$ cat src/rtl/vga_pattern_gen_pkg.sv
// Shared definitions for the 800x600@60 VGA path: timing, palette, pattern modes.
package vga_pkg;

  // 800x600@60 Hz timing, 40 MHz pixel clock
  localparam int H_SYNC  = 128;
  localparam int H_BP    = 88;
  localparam int H_ACT   = 800;
  localparam int H_FP    = 40;
  localparam int H_TOTAL = H_SYNC + H_BP + H_ACT + H_FP;  // 1056
  localparam int V_SYNC  = 4;
  localparam int V_BP    = 23;
  localparam int V_ACT   = 600;
  localparam int V_FP    = 1;
  localparam int V_TOTAL = V_SYNC + V_BP + V_ACT + V_FP;  // 628

  localparam int H_ACT_START = H_SYNC + H_BP;  // 216
  localparam int V_ACT_START = V_SYNC + V_BP;  // 27

  // Bouncing box geometry: top-left corner ranges keep the whole box on screen
  localparam int BOX    = 64;
  localparam int BX_MAX = H_ACT - BOX;  // 736
  localparam int BY_MAX = V_ACT - BOX;  // 536

  // Frames shown per solid colour before moving to the next palette entry
  localparam int FRAMES_PER_COLOUR = 60;

  // RGB565 colours
  localparam logic [15:0] RGB_WHITE   = 16'hFFFF;
  localparam logic [15:0] RGB_YELLOW  = 16'hFFE0;
  localparam logic [15:0] RGB_CYAN    = 16'h07FF;
  localparam logic [15:0] RGB_GREEN   = 16'h07E0;
  localparam logic [15:0] RGB_MAGENTA = 16'hF81F;
  localparam logic [15:0] RGB_RED     = 16'hF800;
  localparam logic [15:0] RGB_BLUE    = 16'h001F;
  localparam logic [15:0] RGB_BLACK   = 16'h0000;

  typedef enum logic [1:0] {
    MODE_BARS  = 2'd0,
    MODE_CHECK = 2'd1,
    MODE_BOX   = 2'd2,
    MODE_SOLID = 2'd3
  } mode_e;

  // Colour-bar order, also used as the solid-colour cycle
  function automatic logic [15:0] palette(input logic [2:0] idx);
    logic [15:0] c;
    case (idx)
      3'd0:    c = RGB_WHITE;
      3'd1:    c = RGB_YELLOW;
      3'd2:    c = RGB_CYAN;
      3'd3:    c = RGB_GREEN;
      3'd4:    c = RGB_MAGENTA;
      3'd5:    c = RGB_RED;
      3'd6:    c = RGB_BLUE;
      default: c = RGB_BLACK;
    endcase
    return c;
  endfunction

  // One bounce step on a 0..lim axis; returns {new_dir, new_pos}, dir 1 = increasing.
  // At an edge the direction flips and the position moves one step back inward.
  function automatic logic [10:0] bounce_step(input logic [9:0] pos, input logic dir,
                                              input logic [9:0] lim);
    logic [10:0] r;
    if (dir) begin
      r = (pos == lim) ? {1'b0, pos - 10'd1} : {1'b1, pos + 10'd1};
    end else begin
      r = (pos == 10'd0) ? {1'b1, 10'd1} : {1'b0, pos - 10'd1};
    end
    return r;
  endfunction

endpackage

$ cat src/rtl/vga_pattern_gen_btn_edge_sync.sv
// Two-flop synchroniser for an asynchronous button level plus a one-cycle rising-edge pulse.
module btn_edge_sync (
  input  logic clk,
  input  logic rst_n,
  input  logic i_btn,
  output logic o_rise
);

  // r_sync[0..1] resynchronise, r_sync[2] remembers the previous synchronised level
  logic [2:0] r_sync;

  // Shift the button level through the synchroniser chain
  always_ff @(posedge clk or negedge rst_n) begin
    if (!rst_n) begin
      r_sync <= 3'b000;
    end else begin
      r_sync <= {r_sync[1:0], i_btn};
    end
  end

  assign o_rise = r_sync[1] & ~r_sync[2];

endmodule

$ cat src/rtl/vga_pattern_gen.sv
// Test-pattern generator: 2-stage pixel pipeline behind vga_sync, per-frame animation state
// and a button-stepped pattern selector that only switches at frame start.
module vga_pattern_gen
  import vga_pkg::*;
(
  input  logic        clk,
  input  logic        rst_n,
  input  logic        hsync,
  input  logic        vsync,
  input  logic [10:0] c1,
  input  logic [10:0] c2,
  input  logic        mode_btn,
  output logic        hsync_o,
  output logic        vsync_o,
  output logic        de,
  output logic [15:0] rgb,
  output logic [1:0]  mode
);

  localparam logic [10:0] C1_LO = 11'(H_ACT_START);
  localparam logic [10:0] C1_HI = 11'(H_ACT_START + H_ACT);
  localparam logic [10:0] C2_LO = 11'(V_ACT_START);
  localparam logic [10:0] C2_HI = 11'(V_ACT_START + V_ACT);
  localparam logic [9:0]  X_OFF = 10'(H_ACT_START);
  localparam logic [9:0]  Y_OFF = 10'(V_ACT_START);

  // Stage 1
  logic       r_act1, r_hs1, r_vs1;
  logic [9:0] r_x1, r_y1;
  // Stage 2 (outputs)
  logic        r_de, r_hs2, r_vs2;
  logic [15:0] r_rgb;
  // Per-frame state
  logic [9:0] r_bx, r_by;
  logic       r_dx, r_dy;
  logic [5:0] r_fcnt;
  logic [2:0] r_sidx;
  logic       r_pending;
  mode_e      r_mode;

  logic        w_act, w_fs, w_rise, w_in_box;
  logic [6:0]  w_therm;
  logic [2:0]  w_bar;
  logic [15:0] w_color;
  logic [10:0] w_bx_step, w_by_step;

  btn_edge_sync u_btn (
    .clk   (clk),
    .rst_n (rst_n),
    .i_btn (mode_btn),
    .o_rise(w_rise)
  );

  assign w_act = (c1 >= C1_LO) && (c1 < C1_HI) && (c2 >= C2_LO) && (c2 < C2_HI);
  assign w_fs  = (c1 == 11'd0) && (c2 == 11'd0);

  // Stage 1: active flag, pixel coordinates, first sync delay
  always_ff @(posedge clk or negedge rst_n) begin
    if (!rst_n) begin
      r_act1 <= 1'b0;
      r_hs1  <= 1'b0;
      r_vs1  <= 1'b0;
      r_x1   <= '0;
      r_y1   <= '0;
    end else begin
      r_act1 <= w_act;
      r_hs1  <= hsync;
      r_vs1  <= vsync;
      r_x1   <= c1[9:0] - X_OFF;
      r_y1   <= c2[9:0] - Y_OFF;
    end
  end

  // Bar boundaries every 100 pixels as a thermometer code
  generate
    for (genvar gi = 1; gi < 8; gi++) begin : g_bar
      assign w_therm[gi-1] = (r_x1 >= 10'(gi * 100));
    end
  endgenerate

  // Thermometer to bar index, plus per-mode colour selection
  always_comb begin
    w_bar = 3'd0;
    for (int i = 0; i < 7; i++) begin
      if (w_therm[i]) w_bar = 3'(i + 1);
    end
    w_in_box = (r_x1 >= r_bx) && (r_x1 < r_bx + 10'(BOX)) &&
               (r_y1 >= r_by) && (r_y1 < r_by + 10'(BOX));
    case (r_mode)
      MODE_BARS:  w_color = palette(w_bar);
      MODE_CHECK: w_color = (r_x1[5] ^ r_y1[5]) ? RGB_WHITE : RGB_BLACK;
      MODE_BOX:   w_color = w_in_box ? RGB_RED : RGB_BLUE;
      default:    w_color = palette(r_sidx);
    endcase
  end

  // Stage 2: blanked pixel, data enable and second sync delay
  always_ff @(posedge clk or negedge rst_n) begin
    if (!rst_n) begin
      r_de  <= 1'b0;
      r_hs2 <= 1'b0;
      r_vs2 <= 1'b0;
      r_rgb <= '0;
    end else begin
      r_de  <= r_act1;
      r_hs2 <= r_hs1;
      r_vs2 <= r_vs1;
      r_rgb <= r_act1 ? w_color : RGB_BLACK;
    end
  end

  assign w_bx_step = bounce_step(r_bx, r_dx, 10'(BX_MAX));
  assign w_by_step = bounce_step(r_by, r_dy, 10'(BY_MAX));

  // Animation state advances once per frame, in every mode
  always_ff @(posedge clk or negedge rst_n) begin
    if (!rst_n) begin
      r_bx   <= '0;
      r_by   <= '0;
      r_dx   <= 1'b1;
      r_dy   <= 1'b1;
      r_fcnt <= '0;
      r_sidx <= '0;
    end else if (w_fs) begin
      {r_dx, r_bx} <= w_bx_step;
      {r_dy, r_by} <= w_by_step;
      if (r_fcnt == 6'(FRAMES_PER_COLOUR - 1)) begin
        r_fcnt <= '0;
        r_sidx <= r_sidx + 3'd1;
      end else begin
        r_fcnt <= r_fcnt + 6'd1;
      end
    end
  end

  // Mode FSM: button edges are collected per frame and applied as one step at frame start;
  // an edge arriving in the frame-start cycle itself carries over to the next frame
  always_ff @(posedge clk or negedge rst_n) begin
    if (!rst_n) begin
      r_mode    <= MODE_BARS;
      r_pending <= 1'b0;
    end else if (w_fs) begin
      if (r_pending) r_mode <= mode_e'(r_mode + 2'd1);
      r_pending <= w_rise;
    end else if (w_rise) begin
      r_pending <= 1'b1;
    end
  end

  assign hsync_o = r_hs2;
  assign vsync_o = r_vs2;
  assign de      = r_de;
  assign rgb     = r_rgb;
  assign mode    = r_mode;

endmodule

$ cat config.mk
export PLATFORM = sky130hd
export DESIGN_NAME = vga_pattern_gen
export DESIGN_NICKNAME = d
export VERILOG_FILES = /design/src/rtl/vga_pattern_gen_pkg.sv /design/src/rtl/vga_pattern_gen_btn_edge_sync.sv /design/src/rtl/vga_pattern_gen.sv
export SDC_FILE = /design/constraint.sdc
export NUM_CORES = 1
export LEC_CHECK = 0
export CELL_PAD_IN_SITES_DETAIL_PLACEMENT = 1
export CELL_PAD_IN_SITES_GLOBAL_PLACEMENT = 1
export CORE_ASPECT_RATIO = 0.6
export CORE_UTILIZATION = 52
export DETAILED_ROUTE_END_ITERATION = 10
export DONT_BUFFER_PORTS = 1
export PLACE_DENSITY = 0.89
export SYNTH_ARGS = -nofsm -noshare
export SYNTH_HDL_FRONTEND = slang
export SYNTH_SLANG_ARGS = --single-unit
$ cat constraint.sdc
create_clock -name clk -period 6.4 [get_ports clk]
set_input_delay 1.28 -clock clk [delete_from_list [all_inputs] [get_ports clk]]
set_output_delay 1.28 -clock clk [all_outputs]
set_load 0.005 [all_outputs]
==> summary.md, run 1 <==
| Metric | Value |
|---|---|
| Routed vias/inst | 6.403 |
| Skew final | between 0.007 and 0.008 ns |
| Max-cap viol count | 0 |
| Critical Path Max Stage Delay | 0.88 ns |
| Site Rows | 25 |
| Area after DPL | 0.004437 mm2 |
| Drt wl/cell | 21.15 um |
| Number of remaining DRC errors | 0 |
| VDD IR max | ~0.19 mV |
| Worst Path Required | 6.67 ns |
| First-pass GRT wire length | 20820 um |
| CTS tree | done |
| CP max stage cell | or3_1 |
| Global route overflow | 0 |
| Mapped cell area | 0.004432 mm2 |
| Hold Vio Cnt, Final | 0 |
| First-pass DRT Iterations | 5 |
| Start point of the critical path | c1[5] |
| Nets@finish | 548 |
| Fmax | 251.8 MHz |
| Synthesized instance count | 485 |
| Worst Path Max Fanout | 36 |
| Fin util | 58.76% |
| # IOs | 48 |
| Post-route ant nets | 0 |
| Post-DP HPWL | 8989 um |
| Max clock buf depth | 2 |
| Worst skew pair latency | 0.34 ns |
| P_leak | 2.037 nW |
| Synth-to-Final Area Change | 7.002% |
| Die width | 121.2 um |
| Reg area | 0.001654 mm2 |
| Port bufs | 0 |
| Worst Hold Launch | r_vs1$_DFF_PN0_ |
| Synth warn | 0 |
| Die Ht | 73.51 um |
| Setup Viol. Count Final | 0 |
| Clock slew at reported path FFs | 0.05 ns |
| Largest cells by area after synthesis | dfrtp_1 (36%), ha_1 (14%), o21ai_0 (4.3%), nand2_1 (3.6%), xnor2_1 (3.4%) |
| Fin area | 0.004742 mm2 |
| Total CTS buffers | 9 |
| FFs w/ async S/R, synth | 100.0% |
| Clk sinks | between 60 and 70 |
| Vias in the first global route | 3999 |
| Filler cell count in the final layout | 926 |
| Cell Chain, Critical Path | or4_1, or4b_1, or3_1, or3_1, a211oi_2, a221o_1 |
| Register bit total from synthesis | 66 |
| Post-synth net total | about 560 |
| Avg Synthesized Cell Area | 9.138 um2 |
| Pin count of the biggest net entering global routing | 67 |
| WS Path Type | input port to register |
| Crit path top cell by count | or3_1 |
| Placed insts | about 570 |
| Outcome | finished, final reports clean |
| Routability-driven placement congestion ratio | 0.8537 |
| GRT Util Overall | 31.14% |
| EDFF count, synth | 0 |
| Post-CTS Repair Setup Buffers | 0 |
| Design Power | slightly above 1 mW |
| Cts repair resizes | 0 |
| DR vias | 3746 |
| CP arrival | about 4.2 ns |
| Synth cell types | 55 |
| Predominant post-synthesis flop cell | dfrtp_1 |
| CP startpoint kind | input port |
| Slew headroom | 15.40% |
| Iteration-0 DRC Markers | ~220 |
| Initial core utilization | 54.91% |
| Hold_buf cts | 0 |
| Worst min-delay path category | register to register |
| CP bufs+invs | 0 |
| Sequential area share after synthesis | between 30% and 40% |
| Top delay family on crit path | simple AND/OR/NAND/NOR gates |
| RSZ-0062 raised after global routing | false |
| Slew @ Worst Pin | 1.269 ns |
| Crit end category | register |
| Cell taking the most area after synthesis | dfrtp_1 |
| R2r startpoint | r_by[0]$_DFFE_PN0P_ |
| Multi-input gate area | 0.002486 mm2 |
| Share of the synthesized area in the top cell type | 36.14% |
| H-tree depth | 3 |
| PD cells | 219.0 mW/mm2 |
| Core area | 0.008070 mm2 |
| Fin cells | 585 |
| Slew Viols, Final | 0 |
| Crit path time final | 3.972 ns |
| Final setup TNS | 0 ns |
| Period utilisation layout | between 60% and 70% |
| Die area | 0.008908 mm2 |
| Final wirelength | 12370 um |
| Initial antenna violation count | 0 |
| Share of cells above drive strength 1 | 6.080% |
| Antenna cells | 0 |
| CTS root buffer | clkbuf_16 |
[final cells by class]
class                      instances  share of cell area (%)
clock buffer                      10                   5.040
clock inverter                     6                   1.398
inverter                          37                   2.929
multi-input combinational        355                   52.43
sequential                        66                   34.88
tap                              108                   2.850
timing repair buffer               3                  0.4749
[cell usage after synthesis (7+ instances only)]
cell type	n
dfrtp_1	64
ha_1	49
nand2_1	43
o21ai_0	38
inv_1	37
a21oi_1	24
nor2_1	23
xnor2_1	17
nand3_1	15
buf_4	13
nor3_1	13
nand4_1	12
nor4_1	12
clkbuf_1	11
or3_1	9
or4_1	7
xor2_1	7
[worst paths after layout]
kind,to,slack [ns],cells past startpoint
max,r_by[7]$_DFFE_PN0P_,2.43,6
min,vsync_o$_DFF_PN0_,0.35,0
max reg2reg,r_by[4]$_DFFE_PN0P_,3.76,8
min reg2reg,vsync_o$_DFF_PN0_,0.35,0
max in group asynchronous,r_dy$_DFFE_PN1P_,5.56,0
min in group asynchronous,r_bx[7]$_DFFE_PN0P_,0.64,0
[worst reg2reg max path, stage by stage (launching register included)]
cell and delay, ns:
dfrtp_1 0.48, inv_1 0.14, ha_1 0.20, nor2b_1 0.29, nand2_1 0.12, nor4_1 0.73
buf_4 0.26, nor2_1 0.05, mux2_2 0.26
[registers in the layout, indices dropped and copies added (netlist names), 3 cells and up]
signal,cells
r_bx,10
r_by,10
r_fcnt,6
r_sidx,3
r_x1,10
r_y1,10
rgb,3
u_btn.r_sync,3
[report_power, final]
part	total [mW]	internal, mW	switching [mW]
clock network	0.504	0.312	0.192
registers	0.454	0.433	0.0212
logic	0.0809	0.0368	0.0441
[cells by family after synthesis]
group | Yosys count | share of synthesized area, %
adders and majority gates | 50 | 14.06
and+or+nand+nor | 166 | 20.07
buffers and inverters | 64 | 6.578
muxes | 10 | 2.428
DFF | 66 | 37.32
AOI/OAI and AO/OA | 105 | 14.79
xor gates and xnor gates | 24 | 4.743
[through the flow]
stage                     hold WS, ns  setup WS (ns)
after floorplan                0.3312          2.870
after global placement         0.3328          2.281
after detailed placement       0.3420          2.142
after CTS                      0.3508          2.459
after global routing           0.3636          2.351
final                          0.3480          2.428
[layout by cell type (no fill, tap or decap), drive strengths merged, types with 6 or more instances in the layout]
cell type	instances
nor2b	6
xnor2	17
nand2	43
nor4	12
nor3	14
inv	37
nor2	23
or3	9
o21ai	38
nand3	15
a21oi	24
clkbuf	10
mux2	6
dfrtp	64
xor2	7
or4	7
ha	49
nand4	12
[metal layers]
metal / share of wire (%) / up-vias / GRT usage [%]
met3: 7.2 / 20 / 9.006
met1: 44 / 1881 / 38.60
met2: 47 / 129 / 52.89
met4: 1.7 / 0 / 10.01
li1: - / 1716 / -
met5: 0 / - / 0
(Power assumes the default switching activity.)
==> run 2, diff against run 1 <==
- CORE_UTILIZATION: 52 -> 45
- PLACE_DENSITY: 0.89 -> 0.82
- clock period: 6.4 -> 3.2 ns (I/O delays scaled with it)
==> run 2 against run 1 <==
Non-clock buffer count up 5. Via count down 2.7%. Total power rose by 100%. Sequential share of layout area fell by 0.53 points. Routed wire length down 2.1%. Die area increased by 15%. Largest power group unchanged. Highest routed layer unchanged.
==> summary.md, run 2 (synthesis results as in run 1) <==
| Metric | Value |
|---|---|
| Worst min-delay path category | input port to async pin |
| Iteration-0 DRC Markers | 154 |
| Crit path time final | 2.671 ns |
| CP max stage cell | or4_1 |
| Commonest non-fill, non-tap cell in the layout | dfrtp_1 |
| Drt wl/cell | roughly 20 um |
| Filler cell count in the final layout | 1105 |
| Post-CTS Repair Setup Buffers | 0 |
| Nets@finish | between 500 and 600 |
| Crit end category | register |
| Reg area | approximately 0.0017 mm2 |
| Post-DP HPWL | 9046 um |
| Logic pwr share | 8.4% |
| Slew headroom | 54.22% |
| Synth-to-Final Area Change | 8.667% |
| DR vias | ~3600 |
| Critical Path Max Stage Delay | between 0.5 and 0.6 ns |
| Hold Vio Cnt, Final | 0 |
| VDD IR max | 0.3227 mV |
| H-tree depth | 3 |
| Period utilisation layout | 83.48% |
| Skew final | 0.008186 ns |
| Top delay family on crit path | simple AND/OR/NAND/NOR gates |
| Fmax | 374.3 MHz |
| Share of cells above drive strength 1 | 6.861% |
| Antenna cells | 0 |
| Multi-input gate area | 0.002486 mm2 |
| Clk sinks | 66 |
| Int Power | 1.559 mW |
| Worst Path Required | ~3.4 ns |
| PD cells | around 430 mW/mm2 |
| CP bufs+invs | 1 |
| Vias in the first global route | 3948 |
| Port bufs | 0 |
| Final setup TNS | 0 ns |
| First-pass GRT wire length | slightly above 20000 um |
| CTS tree | done |
| R2r startpoint | r_by[7]$_DFFE_PN0P_ |
| Clock Power Share | 47.9% |
| P_leak | 2.068 nW |
| Number of remaining DRC errors | 0 |
| RSZ-0062 raised after global routing | false |
| CTS root buffer | clkbuf_16 |
| Max clock buf depth | 2 |
| Total CTS buffers | 9 |
| Sequential power share | between 40% and 50% |
| CP arrival | 2.90 ns |
| Initial antenna violation count | 0 |
| Initial core utilization | 47.36% |
| Slew Viols, Final | 0 |
| R2r endpoint | rgb[14]$_DFF_PN0_ |
| Die width | 130.1 um |
| Most frequent cells in the layout | dfrtp_1 (64), ha_1 (49), nand2_1 (43) |
| Max-cap viol count | 0 |
| Final wirelength | 12110 um |
| Routed vias/inst | 5.964 |
| Worst Path Max Fanout | 18 |
| CP startpoint kind | input port |
| Cell Chain, Critical Path | or4_1, or4b_1, or3_1, buf_4, a21oi_1, mux2_2 |
| Die area | between 0.01 and 0.015 mm2 |
| Worst skew pair latency | roughly 0.35 ns |
| R2R setup slack | 0.68 ns |
| Setup Viol. Count Final | 0 |
| Global route overflow | 0 |
| Post-route ant nets | 0 |
| Die Ht | 78.87 um |
| Slew @ Worst Pin | 0.6804 ns |
| Core area | 0.009358 mm2 |
| GRT Util Overall | 26.18% |
| First-pass DRT Iterations | 4 |
| Clock slew at reported path FFs | roughly 0.06 ns |
| P_sw | 521.5 uW |
| Worst R2R Path Depth | 9 |
| Sw Ratio | between 20% and 30% |
| Site Rows | 27 |
| # IOs | 48 |
| Pin count of the biggest net entering global routing | 65 |
| Routability-driven placement congestion ratio | ~0.9 |
| WHS | 0.1339 ns |
| Number of cells on the critical path | 6 |
| WS Path Type | input port to register |
| Outcome | finished, final reports clean |
-- run 2: cell count changes in the layout (fill, tap and decap cells not counted) --
cell,delta
buf_16,+1
buf_4,+4
clkinv_2,+1
clkinv_4,-1
clkinvlp_4,-1
-- run 2: worst register-to-register path, stage by stage (launching register included) --
cell and delay [ns]:
dfrtp_1 0.50, inv_1 0.12, ha_1 0.28, inv_1 0.04, ha_1 0.27, a21oi_1 0.12, o21ai_0 0.15, nor4_1 0.44
nand4_1 0.15, o31ai_1 0.34
-- run 2: layer usage --
layer | up-vias | wire (um) | GRT usage (%)
li1 | 1718 | - | -
met1 | 1835 | 5819 | 34.81
met2 | 69 | 5618 | 42.45
met3 | 22 | 439 | 4.717
met4 | 0 | 235 | 9.884
met5 | - | 0 | 0
-- run 2: power by group through the flow --
stage | Sequential (mW) | Combinational (mW) | Clock [mW]
finish | 0.910 | 0.174 | 0.996
global route | 0.915 | 0.200 | 1.04
CTS | 0.909 | 0.176 | 1.01
detailed placement | 0.924 | 0.152 | 0
global placement | 0.921 | 0.137 | 0
floorplan | 0.900 | 0.134 | 0
-- run 2: layout make-up --
class	instances	share of cell area, %
multi-input combinational	355	51.62
timing repair buffer	8	1.663
clock buffer	10	4.962
inverter	37	2.884
tap	130	3.377
clock inverter	5	1.143
sequential	66	34.35
-- run 2: worst max path at each step --
| stage | end | start |
|---|---|---|
| detailed placement | r_by[2]$_DFFE_PN0P_ | c1[5] |
| global placement | r_by[2]$_DFFE_PN0P_ | c1[5] |
| CTS | r_by[2]$_DFFE_PN0P_ | c1[5] |
| global route | r_by[5]$_DFFE_PN0P_ | r_by[0]$_DFFE_PN0P_ |
| finish | r_bx[6]$_DFFE_PN0P_ | c1[5] |
| floorplan | r_sidx[1]$_DFFE_PN0P_ | c1[5] |
-- run 2: stage by stage --
step                setup slack, ns  power (mW)  cell area [um2]  instances  utilization, %
finish                       0.5287       2.081             4816        611           51.46
global placement             0.2426       1.059             4494        595           48.03
detailed placement           0.1819       1.076             4494        595           48.03
floorplan                    0.3101       1.034             4432        485               -
global route                 0.3824       2.153             4816        611           51.46
CTS                          0.5353       2.100             4816        611           51.46
-- run 2: timing repair --
action,4_1_cts,5_1_grt
resized for setup,0,0
hold buffers,1,0
hold endpoints to repair,64,0
